`src/rtl/ex_mdu_pkg.sv`:
```
// Shared types and constants for the EX-stage multiply/divide unit.
// The default operand width and the divide-by-zero quotient are defined here.
package mdu_pkg;

  localparam int MDU_XLEN = 32;
  localparam logic [MDU_XLEN-1:0] DIVZ_QUOT = 32'hFFFF_FFFF;

  typedef enum logic [2:0] {
    MDU_MULT  = 3'd0,
    MDU_MULTU = 3'd1,
    MDU_DIV   = 3'd2,
    MDU_DIVU  = 3'd3,
    MDU_MTHI  = 3'd4,
    MDU_MTLO  = 3'd5
  } mdu_op_e;

  typedef enum logic [1:0] {
    ST_IDLE = 2'd0,
    ST_MUL  = 2'd1,
    ST_DIV  = 2'd2,
    ST_SIGN = 2'd3
  } mdu_state_e;

endpackage

```
`src/rtl/ex_mdu_if.sv`:
```
// Issue and result bundle between the EX stage and the multiply/divide unit.
// The MDU takes the slave side. The EX stage or the testbench takes the master side.
interface ex_mdu_if import mdu_pkg::*; #(parameter int XLEN = MDU_XLEN);

  logic            i_start;
  logic [2:0]      i_op;
  logic [XLEN-1:0] i_a;
  logic [XLEN-1:0] i_b;
  logic            i_flush;
  logic [XLEN-1:0] o_hi;
  logic [XLEN-1:0] o_lo;
  logic            o_busy;
  logic            o_done;
  logic            o_stall;

  modport slave  (input  i_start, i_op, i_a, i_b, i_flush,
                  output o_hi, o_lo, o_busy, o_done, o_stall);
  modport master (output i_start, i_op, i_a, i_b, i_flush,
                  input  o_hi, o_lo, o_busy, o_done, o_stall);

endinterface

```
`src/rtl/ex_mdu_div_step.sv`:
```
// Performs one restoring-division iteration as pure combinational logic.
// It shifts the next dividend bit into the remainder, then does a trial subtract.
module mdu_div_step #(parameter int XLEN = 32) (
  input  logic [XLEN-1:0] i_rem,
  input  logic [XLEN-1:0] i_quot,
  input  logic [XLEN-1:0] i_divisor,
  output logic [XLEN-1:0] o_rem,
  output logic [XLEN-1:0] o_quot
);

  logic [XLEN:0] w_shift;
  logic [XLEN:0] w_diff;

  assign w_shift = {i_rem, i_quot[XLEN-1]};
  assign w_diff  = w_shift - {1'b0, i_divisor};

  // The remainder stays below the divisor, so the top bit of w_diff is the borrow.
  always_comb begin
    o_rem  = w_shift[XLEN-1:0];
    o_quot = {i_quot[XLEN-2:0], 1'b0};
    if (!w_diff[XLEN]) begin
      o_rem  = w_diff[XLEN-1:0];
      o_quot = {i_quot[XLEN-2:0], 1'b1};
    end
  end

endmodule

```
`src/rtl/ex_mdu.sv`:
```
// Iterative multiply/divide unit that owns the architectural HI/LO registers.
// Define MDU_FAST_MULT_EN to replace the 33-cycle multiply with a single-cycle multiplier.
module ex_mdu import mdu_pkg::*; #(parameter int XLEN = MDU_XLEN) (
  input logic   clk,
  input logic   rst,
  ex_mdu_if.slave bus
);

  localparam int CW = $clog2(XLEN);

  mdu_state_e        r_state;
  logic [CW-1:0]     r_cnt;
  logic [2*XLEN-1:0] r_acc;
  logic [XLEN-1:0]   r_opB;
  logic [XLEN-1:0]   r_hi;
  logic [XLEN-1:0]   r_lo;
  logic              r_negA;
  logic              r_negB;
  logic              r_isDiv;
  logic              r_busy;
  logic              r_done;

  logic              w_signedOp;
  logic              w_negA;
  logic              w_negB;
  logic [XLEN-1:0]   w_absA;
  logic [XLEN-1:0]   w_absB;
  logic [XLEN:0]     w_mulSum;
  logic [XLEN-1:0]   w_divRem;
  logic [XLEN-1:0]   w_divQuot;
  logic [2*XLEN-1:0] w_prodFix;
  logic              w_lastStep;
  logic              w_longOp;

  assign w_signedOp = (bus.i_op == MDU_MULT) || (bus.i_op == MDU_DIV);
  assign w_negA     = w_signedOp & bus.i_a[XLEN-1];
  assign w_negB     = w_signedOp & bus.i_b[XLEN-1];
  assign w_absA     = w_negA ? -bus.i_a : bus.i_a;
  assign w_absB     = w_negB ? -bus.i_b : bus.i_b;
  assign w_lastStep = (r_cnt == CW'(XLEN-1));

  // r_acc holds {partial product, remaining multiplier bits}. r_opB holds the multiplicand.
  assign w_mulSum  = {1'b0, r_acc[2*XLEN-1:XLEN]} + (r_acc[0] ? {1'b0, r_opB} : '0);
  assign w_prodFix = (r_negA ^ r_negB) ? -r_acc : r_acc;

  mdu_div_step #(.XLEN(XLEN)) u_divStep (
    .i_rem     (r_acc[2*XLEN-1:XLEN]),
    .i_quot    (r_acc[XLEN-1:0]),
    .i_divisor (r_opB),
    .o_rem     (w_divRem),
    .o_quot    (w_divQuot)
  );

`ifdef MDU_FAST_MULT_EN
  logic [2*XLEN-1:0] w_fastMag;
  logic [2*XLEN-1:0] w_fastProd;
  assign w_fastMag  = {{XLEN{1'b0}}, w_absA} * {{XLEN{1'b0}}, w_absB};
  assign w_fastProd = (w_negA ^ w_negB) ? -w_fastMag : w_fastMag;
  assign w_longOp   = bus.i_start & ((bus.i_op == MDU_DIV) || (bus.i_op == MDU_DIVU));
`else
  assign w_longOp   = bus.i_start & ~bus.i_op[2];
`endif

  assign bus.o_stall = r_busy | w_longOp;
  assign bus.o_busy  = r_busy;
  assign bus.o_done  = r_done;
  assign bus.o_hi    = r_hi;
  assign bus.o_lo    = r_lo;

  // Flush has priority over both an issue and an in-flight iteration. HI/LO survive a flush.
  always_ff @(posedge clk or posedge rst) begin
    if (rst) begin
      r_state <= ST_IDLE;
      r_cnt   <= '0;
      r_acc   <= '0;
      r_opB   <= '0;
      r_hi    <= '0;
      r_lo    <= '0;
      r_negA  <= 1'b0;
      r_negB  <= 1'b0;
      r_isDiv <= 1'b0;
      r_busy  <= 1'b0;
      r_done  <= 1'b0;
    end else begin
      r_done <= 1'b0;
      if (bus.i_flush) begin
        r_state <= ST_IDLE;
        r_cnt   <= '0;
        r_busy  <= 1'b0;
      end else begin
        case (r_state)
          ST_IDLE: begin
            if (bus.i_start) begin
              case (bus.i_op)
                MDU_MULT, MDU_MULTU: begin
`ifdef MDU_FAST_MULT_EN
                  {r_hi, r_lo} <= w_fastProd;
                  r_done       <= 1'b1;
`else
                  r_state <= ST_MUL;
                  r_busy  <= 1'b1;
                  r_cnt   <= '0;
                  r_acc   <= {{XLEN{1'b0}}, w_absB};
                  r_opB   <= w_absA;
                  r_negA  <= w_negA;
                  r_negB  <= w_negB;
                  r_isDiv <= 1'b0;
`endif
                end
                MDU_DIV, MDU_DIVU: begin
                  r_state <= ST_DIV;
                  r_busy  <= 1'b1;
                  r_cnt   <= '0;
                  r_acc   <= {{XLEN{1'b0}}, w_absA};
                  r_opB   <= w_absB;
                  r_negA  <= w_negA;
                  r_negB  <= w_negB;
                  r_isDiv <= 1'b1;
                end
                MDU_MTHI: r_hi <= bus.i_a;
                MDU_MTLO: r_lo <= bus.i_a;
                default: ;
              endcase
            end
          end
          ST_MUL: begin
            r_acc <= {w_mulSum, r_acc[XLEN-1:1]};
            if (w_lastStep) begin
              r_state <= ST_SIGN;
              r_cnt   <= '0;
            end else begin
              r_cnt <= r_cnt + 1'b1;
            end
          end
          ST_DIV: begin
            r_acc <= {w_divRem, w_divQuot};
            if (w_lastStep) begin
              r_state <= ST_SIGN;
              r_cnt   <= '0;
            end else begin
              r_cnt <= r_cnt + 1'b1;
            end
          end
          ST_SIGN: begin
            // The remainder takes the dividend's sign, which also yields hi=a on divide-by-zero.
            if (r_isDiv) begin
              r_hi <= r_negA ? -r_acc[2*XLEN-1:XLEN] : r_acc[2*XLEN-1:XLEN];
              if (r_opB == '0)
                r_lo <= DIVZ_QUOT;
              else
                r_lo <= (r_negA ^ r_negB) ? -r_acc[XLEN-1:0] : r_acc[XLEN-1:0];
            end else begin
              {r_hi, r_lo} <= w_prodFix;
            end
            r_state <= ST_IDLE;
            r_busy  <= 1'b0;
            r_done  <= 1'b1;
          end
          default: r_state <= ST_IDLE;
        endcase
      end
    end
  end

endmodule

```
`src/flat_wrapper.sv`:
```
// flat-port wrapper written by rule: the top's interface ports become plain ports
module ex_mdu_flat import mdu_pkg::*;
#(parameter int XLEN = MDU_XLEN)
  (clk, rst, bus_i_start, bus_i_op, bus_i_a, bus_i_b, bus_i_flush, bus_o_hi, bus_o_lo, bus_o_busy, bus_o_done, bus_o_stall);
  ex_mdu_if #(.XLEN(XLEN)) bus_i ();
  input logic clk;
  input logic rst;
  input wire logic [$bits(bus_i.i_start)-1:0] bus_i_start;
  input wire logic [$bits(bus_i.i_op)-1:0] bus_i_op;
  input wire logic [$bits(bus_i.i_a)-1:0] bus_i_a;
  input wire logic [$bits(bus_i.i_b)-1:0] bus_i_b;
  input wire logic [$bits(bus_i.i_flush)-1:0] bus_i_flush;
  output wire logic [$bits(bus_i.o_hi)-1:0] bus_o_hi;
  output wire logic [$bits(bus_i.o_lo)-1:0] bus_o_lo;
  output wire logic [$bits(bus_i.o_busy)-1:0] bus_o_busy;
  output wire logic [$bits(bus_i.o_done)-1:0] bus_o_done;
  output wire logic [$bits(bus_i.o_stall)-1:0] bus_o_stall;
  assign bus_i.i_start = bus_i_start;
  assign bus_i.i_op = bus_i_op;
  assign bus_i.i_a = bus_i_a;
  assign bus_i.i_b = bus_i_b;
  assign bus_i.i_flush = bus_i_flush;
  assign bus_o_hi = bus_i.o_hi;
  assign bus_o_lo = bus_i.o_lo;
  assign bus_o_busy = bus_i.o_busy;
  assign bus_o_done = bus_i.o_done;
  assign bus_o_stall = bus_i.o_stall;
  ex_mdu #(.XLEN(XLEN)) u_core (.clk(clk), .rst(rst), .bus(bus_i));
endmodule
```
`config.mk`:
```
export PLATFORM = sky130hd
export DESIGN_NAME = ex_mdu_flat
export DESIGN_NICKNAME = d
export VERILOG_FILES = /design/src/rtl/ex_mdu_pkg.sv /design/src/rtl/ex_mdu_if.sv /design/src/rtl/ex_mdu_div_step.sv /design/src/rtl/ex_mdu.sv /design/src/flat_wrapper.sv
export SDC_FILE = /design/constraint.sdc
export NUM_CORES = 1
export LEC_CHECK = 0
export CORE_ASPECT_RATIO = 0.5
export CORE_MARGIN = 4
export CORE_UTILIZATION = 30
export DETAILED_ROUTE_END_ITERATION = 8
export DONT_BUFFER_PORTS = 1
export SLEW_MARGIN = 20
export SYNTH_ARGS = -nofsm -noshare
export SYNTH_HDL_FRONTEND = slang
export SYNTH_SLANG_ARGS = --single-unit
```
`constraint.sdc`:
```
create_clock -name clk -period 7.4 [get_ports clk]
set_input_delay 1.48 -clock clk [delete_from_list [all_inputs] [get_ports clk]]
set_output_delay 1.48 -clock clk [all_outputs]
set_load 0.02 [all_outputs]
```
After elaboration in Yosys (flattened, before gate mapping)
Cells that the tools add are included.
- bits in registers: 172
- bits of input ports: 71
- output and inout bits: 67
- word-level logic and storage cells: 102
- $add $sub $neg: 8
- equality and inequality tests: 17
- muxes and demuxes: 38
- bitwise logic cells: 7
- reduce and logical (&&, ||, !) cells: 21
- operators by type and width (operator ; count):
    $mux W32 ; 13
    $pmux W32 S2 ; 3
    $pmux W64 S3 ; 1
    $mux W64 ; 2
    $neg A32 Y32 ; 4
    $pmux W64 S2 ; 1
    $neg A64 Y64 ; 1
    $add A32 B33 Y33 ; 1
    $sub A33 B32 Y33 ; 1
    $logic_not A32 Y1 ; 1
    $mux W5 ; 4
    $reduce_and A4 Y1 ; 5
    $pmux W5 S2 ; 1
    $ne A3 B3 Y1 const B ; 3
    $reduce_and A3 Y1 ; 3
    $reduce_bool A3 Y1 ; 3
    $eq A3 B2 Y1 const B ; 2
    $eq A3 B3 Y1 const B ; 2
    $mux W1 ; 6
    $mux W2 ; 3
    $ne A2 B2 Y1 const B ; 3
    $pmux W2 S3 ; 1
    $reduce_or A2 Y1 ; 3
    $add A5 B1 Y5 const B ; 1
    other kinds (17) ; 23

Depth between registers and ports, before layout
Gate-level depths: netlist (run 1).
- word-level depth: 7
- mapped depth: 15
- mapped depth without buffers: 14

Modules after synthesis
A second synthesis (run 1) with hierarchy kept.
- cell total of the unflattened synthesis: 1939
- area, all modules: 15349.7 µm²
- by module, submodules not included (module ; times used ; cells an instance ; area each (µm²) ; sequential area each (µm²)):
    ex_mdu ; 1 ; 1599 ; 12799.8 ; 4304.1
    mdu_div_step ; 1 ; 340 ; 2549.9 ; 0.0

Worst setup path after synthesis (run 1)
Ideal clock, no wire load.
- path kind: input to register
- start: in bus_i_a[3]
- end: reg u_core.r_acc[23]
- library setup time: 0.095 ns
- arrival: 3.643 ns
- data required time: 7.305 ns
- slack: 3.661 ns
- stages: 10
- cell sequence: or3_1 nor4b_4 nand3_1 or4_4 o21ai_0 xnor2_1 nor2_1 a21oi_1 nor2_1 o31ai_1
- longest elaborated chain between the ends: 5
- RTL lines (item ; line ; source):
    start, declared ; flat_wrapper.sv:10 ; input wire logic [$bits(bus_i.i_a)-1:0] bus_i_a;
    $neg A32 Y32 ; ex_mdu.sv:38 ; assign w_absA = w_negA ? -bus.i_a : bus.i_a;
    $mux W32 ; ex_mdu.sv:38 ;
    $pmux W64 S2 ; ex_mdu.sv:94 ; case (bus.i_op)
    $mux W64 ; ex_mdu.sv:93 ; if (bus.i_start) begin
    $pmux W64 S3 ; ex_mdu.sv:91 ; case (r_state)
    end signal, assigned ; ex_mdu.sv:103 ; r_acc <= {{XLEN{1'b0}}, w_absB};
    end signal, assigned ; ex_mdu.sv:114 ; r_acc <= {{XLEN{1'b0}}, w_absA};
    end signal, assigned ; ex_mdu.sv:127 ; r_acc <= {w_mulSum, r_acc[XLEN-1:1]};
    end, declared ; ex_mdu.sv:13 ; logic [2*XLEN-1:0] r_acc;
Every way passes these cells. The select of a mux whose other input is x is not followed.
A chain may end at the register's enable or synchronous reset.

Worst setup path after layout (run 1)
- start: reg u_core.r_acc[0]
- end: reg u_core.r_acc[62]
- longest elaborated chain between the ends: 3
- RTL lines (item ; line ; source):
    $mux W32 ; ex_mdu.sv:43 ; assign w_mulSum = {1'b0, r_acc[2*XLEN-1:XLEN]} + (r_acc[0] ? {1'b0, r_opB} : '0);
    $add A32 B33 Y33 ; ex_mdu.sv:43 ;
    $pmux W64 S3 ; ex_mdu.sv:91 ;
Every way passes these cells.

==> metrics, run 1 <==
vias in the first global route=13186; synth unique cells=80; Least-Margin Pin Slew=1.02 ns; DP Worst Slack=3.15 ns; status=complete, no violations; drt initial violations=~1700; Min Clock Period, post-route=between 4 and 5 ns; worst-case reg-to-reg path depth=14; layout cells sized above 1=approximately 4.9%; Post-Route Skew=between 0.01 and 0.015 ns; full die area=about 54000 µm²; PD cells=roughly 380 nW/µm²; CP max FO=31; EDFF count, synth=0; H-Tree Depth=4; final hold vios=0; DRT Pass-1 Iters=6; Simple-Gate Fraction of Synth Area=between 10% and 20%; cell taking the most area after synthesis=dfrtp_1; row cnt=57; routability congestion estimate=roughly 0.93; largest net degree at the start of global routing=slightly below 80; main area contributors after synthesis=dfrtp_1 (29%), o21ai_0 (6.9%), ha_1 (6.3%), nand2_1 (5.8%), xnor2_1 (5.6%); Post-route DRC=0; Num CTS Buffers=17; syn_area_per_cell=7.76 µm²; Clock Root Buffer=clkbuf_16; Worst Setup Start Kind=flip-flop; Worst setup EP type=flip-flop; antenna-violating nets left=0; Synth Warn #=0; post-cts sizing count=0; Worst EP required=between 7 and 8 ns; hold_buf cts=0; first-pass GRT wire length=~83 mm; fin. max-slew vios=0; Tot GR Track Use=between 10% and 20%; CTS tree=built; Final Cycle Share=between 50% and 60%; VDD IR max=about 0.17 mV; vias per cell=roughly 5.8; post-CTS setup buffer count=0; core area=just under 50000 µm²; Max-slew headroom=about a third; Hold Path Stages=2; Die Y=166 µm; Critical R2R Capture=u_core.r_acc[62]; Reg2Reg Launch Point=u_core.r_acc[0]; post-detail-place hpwl=between 40 and 50 mm; Worst R2R Setup Slack=about 3.2 ns; Hold Path Origin=u_core.r_cnt[4]; layout overhead on the synthesized area=7.19%; Post-Synth Adder-Cell Area=6.56%; ANT cells=0; final setup fails=0; clock sink count=around 170; hold endpoint=u_core.r_cnt[4]; fmax=0.240 GHz; WL/cell=about 22 µm; XOR/XNOR Fraction of Synth Area=10.3%; clk buf depth=2; Port Buffers=0; WL final=~55 mm; min-delay worst type=reg2reg; register area share after synthesis=28.9%; Worst Path Arrival=4.46 ns; Post-Syn Area=14900 µm²; ys async rst share=100%; leakage=slightly below 7 nW; grt ovf=0; Initial Util=around 31%; main combinational cell family by area after synthesis=compound AO/OA/AOI/OAI gates; initial antenna violation count=2; Mapped Nets=approximately 2100; setup TNS=0 ns; I/O pins=between 100 and 150; Final WS setup=3.24 ns; flops & latches, synth=about 170; post-synthesis mux area share=3.45%; final net count=roughly 2000; chip width=between 300 and 400 µm; via count=between 10000 and 15000; Worst Setup Path Type=reg2reg; RSZ-0062 raised after global routing=no; top-area cell type share of the netlist area=between 20 and 30%; Skew-Pair Late Insertion Delay=between 0.4 and 0.5 ns; compound-cell area share of the yosys netlist=a little over a quarter; Post-Synthesis Cells=1921; Max-Cap Viols=0; Reg clk slew, reported paths=about 0.080 ns; dominant synthesized flop cell=dfrtp_1
state kept, by name, indices dropped and copies added (netlist names):
name               flops
u_core.bus.o_busy      1
u_core.r_opB          32
u_core.r_cnt           5
u_core.bus.o_lo       32
u_core.r_acc          64
u_core.r_state         2
u_core.r_isDiv         1
u_core.bus.o_done      1
u_core.r_negA          1
u_core.bus.o_hi       32
u_core.r_negB          1
layout make-up:
type | count | area [µm²]
fillers | 5157 | 32900
well taps | 649 | 812
clock buffers | 19 | 443
repair buffers | 19 | 143
inverters | 63 | 241
clock inverters | 13 | 109
flip-flops and latches | 172 | 4300
multi-input cells | 1562 | 9930
synth_stat cells, types with 30 or more instances:
cell      count
ha_1         75
o21ai_0     205
nand3_1      30
a21oi_1     150
xor2_1       81
o31ai_1      44
inv_1        62
dfrtp_1     172
nor3_1       31
nand2_1     231
mux2i_1      48
clkbuf_1    100
xnor2_1      95
nor2_1      187
worst max path at each step:
stage                        endpoint  slack (ns)       startpoint  cells after the start
floorplan           u_core.bus.o_busy        1.26              rst                      1
global placement     u_core.r_acc[46]        3.22      bus_i_start                      8
detailed placement   u_core.r_acc[50]        3.15      bus_i_start                      8
CTS                  u_core.r_acc[62]        3.38  u_core.r_acc[0]                     14
global route         u_core.r_acc[62]        2.95  u_core.r_acc[0]                     14
finish               u_core.r_acc[62]        3.24  u_core.r_acc[0]                     14
per-layer routing:
metal	global-route usage, %	share of wire [%]
met5	0	0.038
met4	7.87	4.1
met3	2.95	7.1
met2	31.6	46
met1	27.3	43
power breakdown:
part           switching, W  internal [W]
sequential         0.000751       0.00131
combinational       0.00192       0.00115
clock              0.000447      0.000448
per-stage QoR:
step,hold slack [ns],std cells,total power (W),util [%],cell area (µm²)
floorplan,0.450,1921,0.00421,-,14900
global placement,0.468,2465,0.00506,31.6,15400
detailed placement,0.483,2465,0.00510,31.6,15400
CTS,0.499,2497,0.00600,32.7,16000
global route,0.526,2497,0.00645,32.7,16000
finish,0.496,2497,0.00603,32.7,16000
critical path: stages (launching register included):
cell and delay [ns]:
dfrtp_1 0.45, inv_1 0.11, buf_4 0.32, nor2_1 0.10, ha_1 0.39, a2111oi_0 0.38
o21ai_0 0.21, a31oi_1 0.45, o31ai_1 0.27, a41o_1 0.33, a21oi_1 0.34, o21ai_0 0.20
xor2_1 0.18, a22oi_1 0.15, o21ai_0 0.12
cells in the final DEF (no fill, tap or decap), types with 30 or more instances in the layout:
| master | n |
|---|---|
| mux2i_1 | 48 |
| inv_1 | 61 |
| ha_1 | 74 |
| a21oi_1 | 150 |
| nand3_1 | 30 |
| o21ai_0 | 204 |
| dfrtp_1 | 172 |
| nor2_1 | 187 |
| o31ai_1 | 44 |
| xnor2_1 | 94 |
| nor3_1 | 31 |
| nand2_1 | 230 |
| xor2_1 | 81 |
cells by family after synthesis:
| kind of cell | Yosys count |
|---|---|
| AOI/OAI and AO/OA | 642 |
| xor gates and xnor gates | 176 |
| adders and majority gates | 77 |
| buffers and inverters | 187 |
| DFF | 172 |
| muxes | 51 |
| and+or+nand+nor | 616 |
Power figures use the tool's default switching activity.
==> run 2, diff against run 1 <==
Clock period 7.4 ns to 3.6 ns, I/O delays scaled along.
==> run 2 against run 1 <==
Net effect: global-route usage up 0.89 points; wire length up 3.9%; power is 120% higher; sequential share of layout area down 1.3 points; maximum frequency grew 21%; setup slack worse by 3.1 ns; final area rose by 5.0%; critical path type unchanged.
==> metrics, run 2 (same netlist as run 1, synthesis figures left out) <==
CP Depth=15 (+1); Port Buffers=0 (unchanged); commonest non-fill, non-tap cell in the layout=nand2_1; Skew-Pair Late Insertion Delay=0.47 ns (+0.02 ns); RSZ-0062 raised after global routing=no; final net count=2072 (+4.5%); Num CTS Buffers=17 (unchanged); CTS tree=built; hold_buf cts=0 (unchanged); Worst Setup Start Kind=flip-flop; Setup crit start=u_core.r_acc[0]; WL final=56.9 mm (+3.9%); WL/cell=22.0 µm (+0.30%); crit-path cells=inv_1 > buf_4 > buf_12 > nor2_1 > ha_2 > nand2_1 > o21ai_1 > or4b_2 > a31o_2 > a41o_1 > a21oi_2 > o21ai_0 > xor2_1 > a22oi_1 > o21ai_0; Most Frequent Cell on Critical Path=o21ai_0; Max stage delay on crit path=0.61 ns (+0.16 ns); Worst Path Arrival=3.79 ns (-0.67 ns); chip width=323 µm (unchanged); Die Y=166 µm (unchanged); crit path capture=u_core.r_acc[62]; Worst EP required=3.94 ns (-3.76 ns); Clock Root Buffer=clkbuf_16; status=complete, no violations; clk buf depth=2 (unchanged); Min Clock Period, post-route=3.45 ns (-0.710 ns); Final Cycle Share=95.8% (+40 points); Initial Util=30.5% (unchanged); post-detail-place hpwl=45.0 mm (+6.1%); antenna-violating nets left=0 (unchanged); initial antenna violation count=4 (+2); I/O pins=138 (unchanged); leakage=7.25 nW (+7.2%); max reg flops=64 (unchanged); final hold vios=0 (unchanged); full die area=53600 µm² (unchanged); Worst setup EP type=flip-flop; DP Cell Count=2552 (+3.5%); grt ovf=0 (unchanged); largest net degree at the start of global routing=79 (+1.3%); critical path's slowest cell=or4b_2; VDD IR max=0.362 mV (+120%); PD cells=774 nW/µm² (+110%); routability congestion estimate=0.954 (+2.1%); Least-Margin Pin Slew=1.05 ns (+0.0276 ns); Worst R2R Setup Slack=0.15 ns (-3.09 ns); via count=14778 (+2.3%); core area=48900 µm² (unchanged); first-pass GRT wire length=86.0 mm (+3.3%); CP max FO=20 (-35%); Reg2Reg Launch Point=u_core.r_acc[0]; fin. max-slew vios=0 (unchanged); Top reg by flops=u_core.r_acc; setup TNS=0 ns (unchanged); layout overhead on the synthesized area=12.6%; min-delay worst type=in2async; H-Tree Depth=4 (unchanged); Max-slew headroom=30.3% (-1.4 points); vias in the first global route=13660 (+3.6%); layout cells sized above 1=9.50% (+4.6 points); Top delay family on crit path=compound AO/OA/AOI/OAI gates; clock sink count=172 (unchanged); vias per cell=5.71 (-1.3%); Tot GR Track Use=20.8% (+0.89 points); drt initial violations=1651 (-1.0%); post-route cell area=16800 µm² (+5.0%); Post-route DRC=0 (unchanged); Reg clk slew, reported paths=0.08 ns (about the same); DRT Pass-1 Iters=6 (unchanged); Worst Setup Path Type=reg2reg; worst-case reg-to-reg path depth=15 (+1); Layout Cells excl Fill=2586 (+3.6%); area of placed instances=16100 µm² (+4.6%); Critical R2R Capture=u_core.r_acc[62]; max layer used=met5; Min Hold Slack=0.289 ns (-0.207 ns); FILL cells=5100 (-1.1%); Post-Route Skew=0.0167 ns (+0.00238 ns); buffers and inverters on the worst path=3 (+1); fmax=0.290 GHz (+21%); final setup fails=0 (unchanged); Max-Cap Viols=0 (unchanged); row cnt=57 (unchanged); DR WL met3=4.34 mm (+12%); met1 WL=24.5 mm (+3.6%); Met2 Wirelength=25.1 mm (+0.31%); most frequent cells in the layout=nand2_1 (230), o21ai_0 (201), nor2_1 (187)
## run 2: worst min-delay path by stage
stage	end	slack (ns)	cells past startpoint	startpoint
final	u_core.bus.o_hi[16]	0.29	1	rst
after global routing	u_core.bus.o_done	0.29	1	bus_i_flush
after global placement	u_core.r_opB[13]	0.46	2	u_core.r_opB[13]
after floorplan	u_core.r_opB[13]	0.45	2	u_core.r_opB[13]
after CTS	u_core.bus.o_busy	0.29	1	bus_i_flush
after detailed placement	u_core.r_opB[24]	0.48	2	u_core.r_opB[24]
## run 2: cell type report
cell class	count	area [µm²]	area share (%)
tap	649	812	4.84
inverter	63	240	1.43
sequential	172	4300	25.6
clock inverter	12	150	0.894
multi-input combinational	1562	9950	59.3
clock buffer	19	443	2.64
timing repair buffer	108	886	5.28
antenna	1	2.50	0.0149
## run 2: through the flow
step                      util, %  total power, W  setup WS, ns
after floorplan                 -         0.00865         0.187
after global placement       33.0          0.0109        0.0873
after detailed placement     33.0          0.0109        0.0837
after CTS                    34.3          0.0129        0.0670
after global routing         34.4          0.0139       0.00329
final                        34.4          0.0130         0.152
## run 2: per-layer routing
metal | vias up | track usage [%]
met2 | 618 | 31.7
met1 | 7100 | 27.9
li1 | 6920 | -
met4 | 6 | 10.3
met3 | 134 | 4.33
met5 | - | 0
## run 2: timing repair
| action | in CTS | in global routing |
|---|---|---|
| setup endpoints to repair | 0 | 12 |
| buffers inserted | 0 | 2 |
| resized for setup | 0 | 10 |
## run 2: power breakdown
group	internal, W	switching (W)
registers	0.00270	0.00128
logic	0.00270	0.00434
clock network	0.00106	0.000920
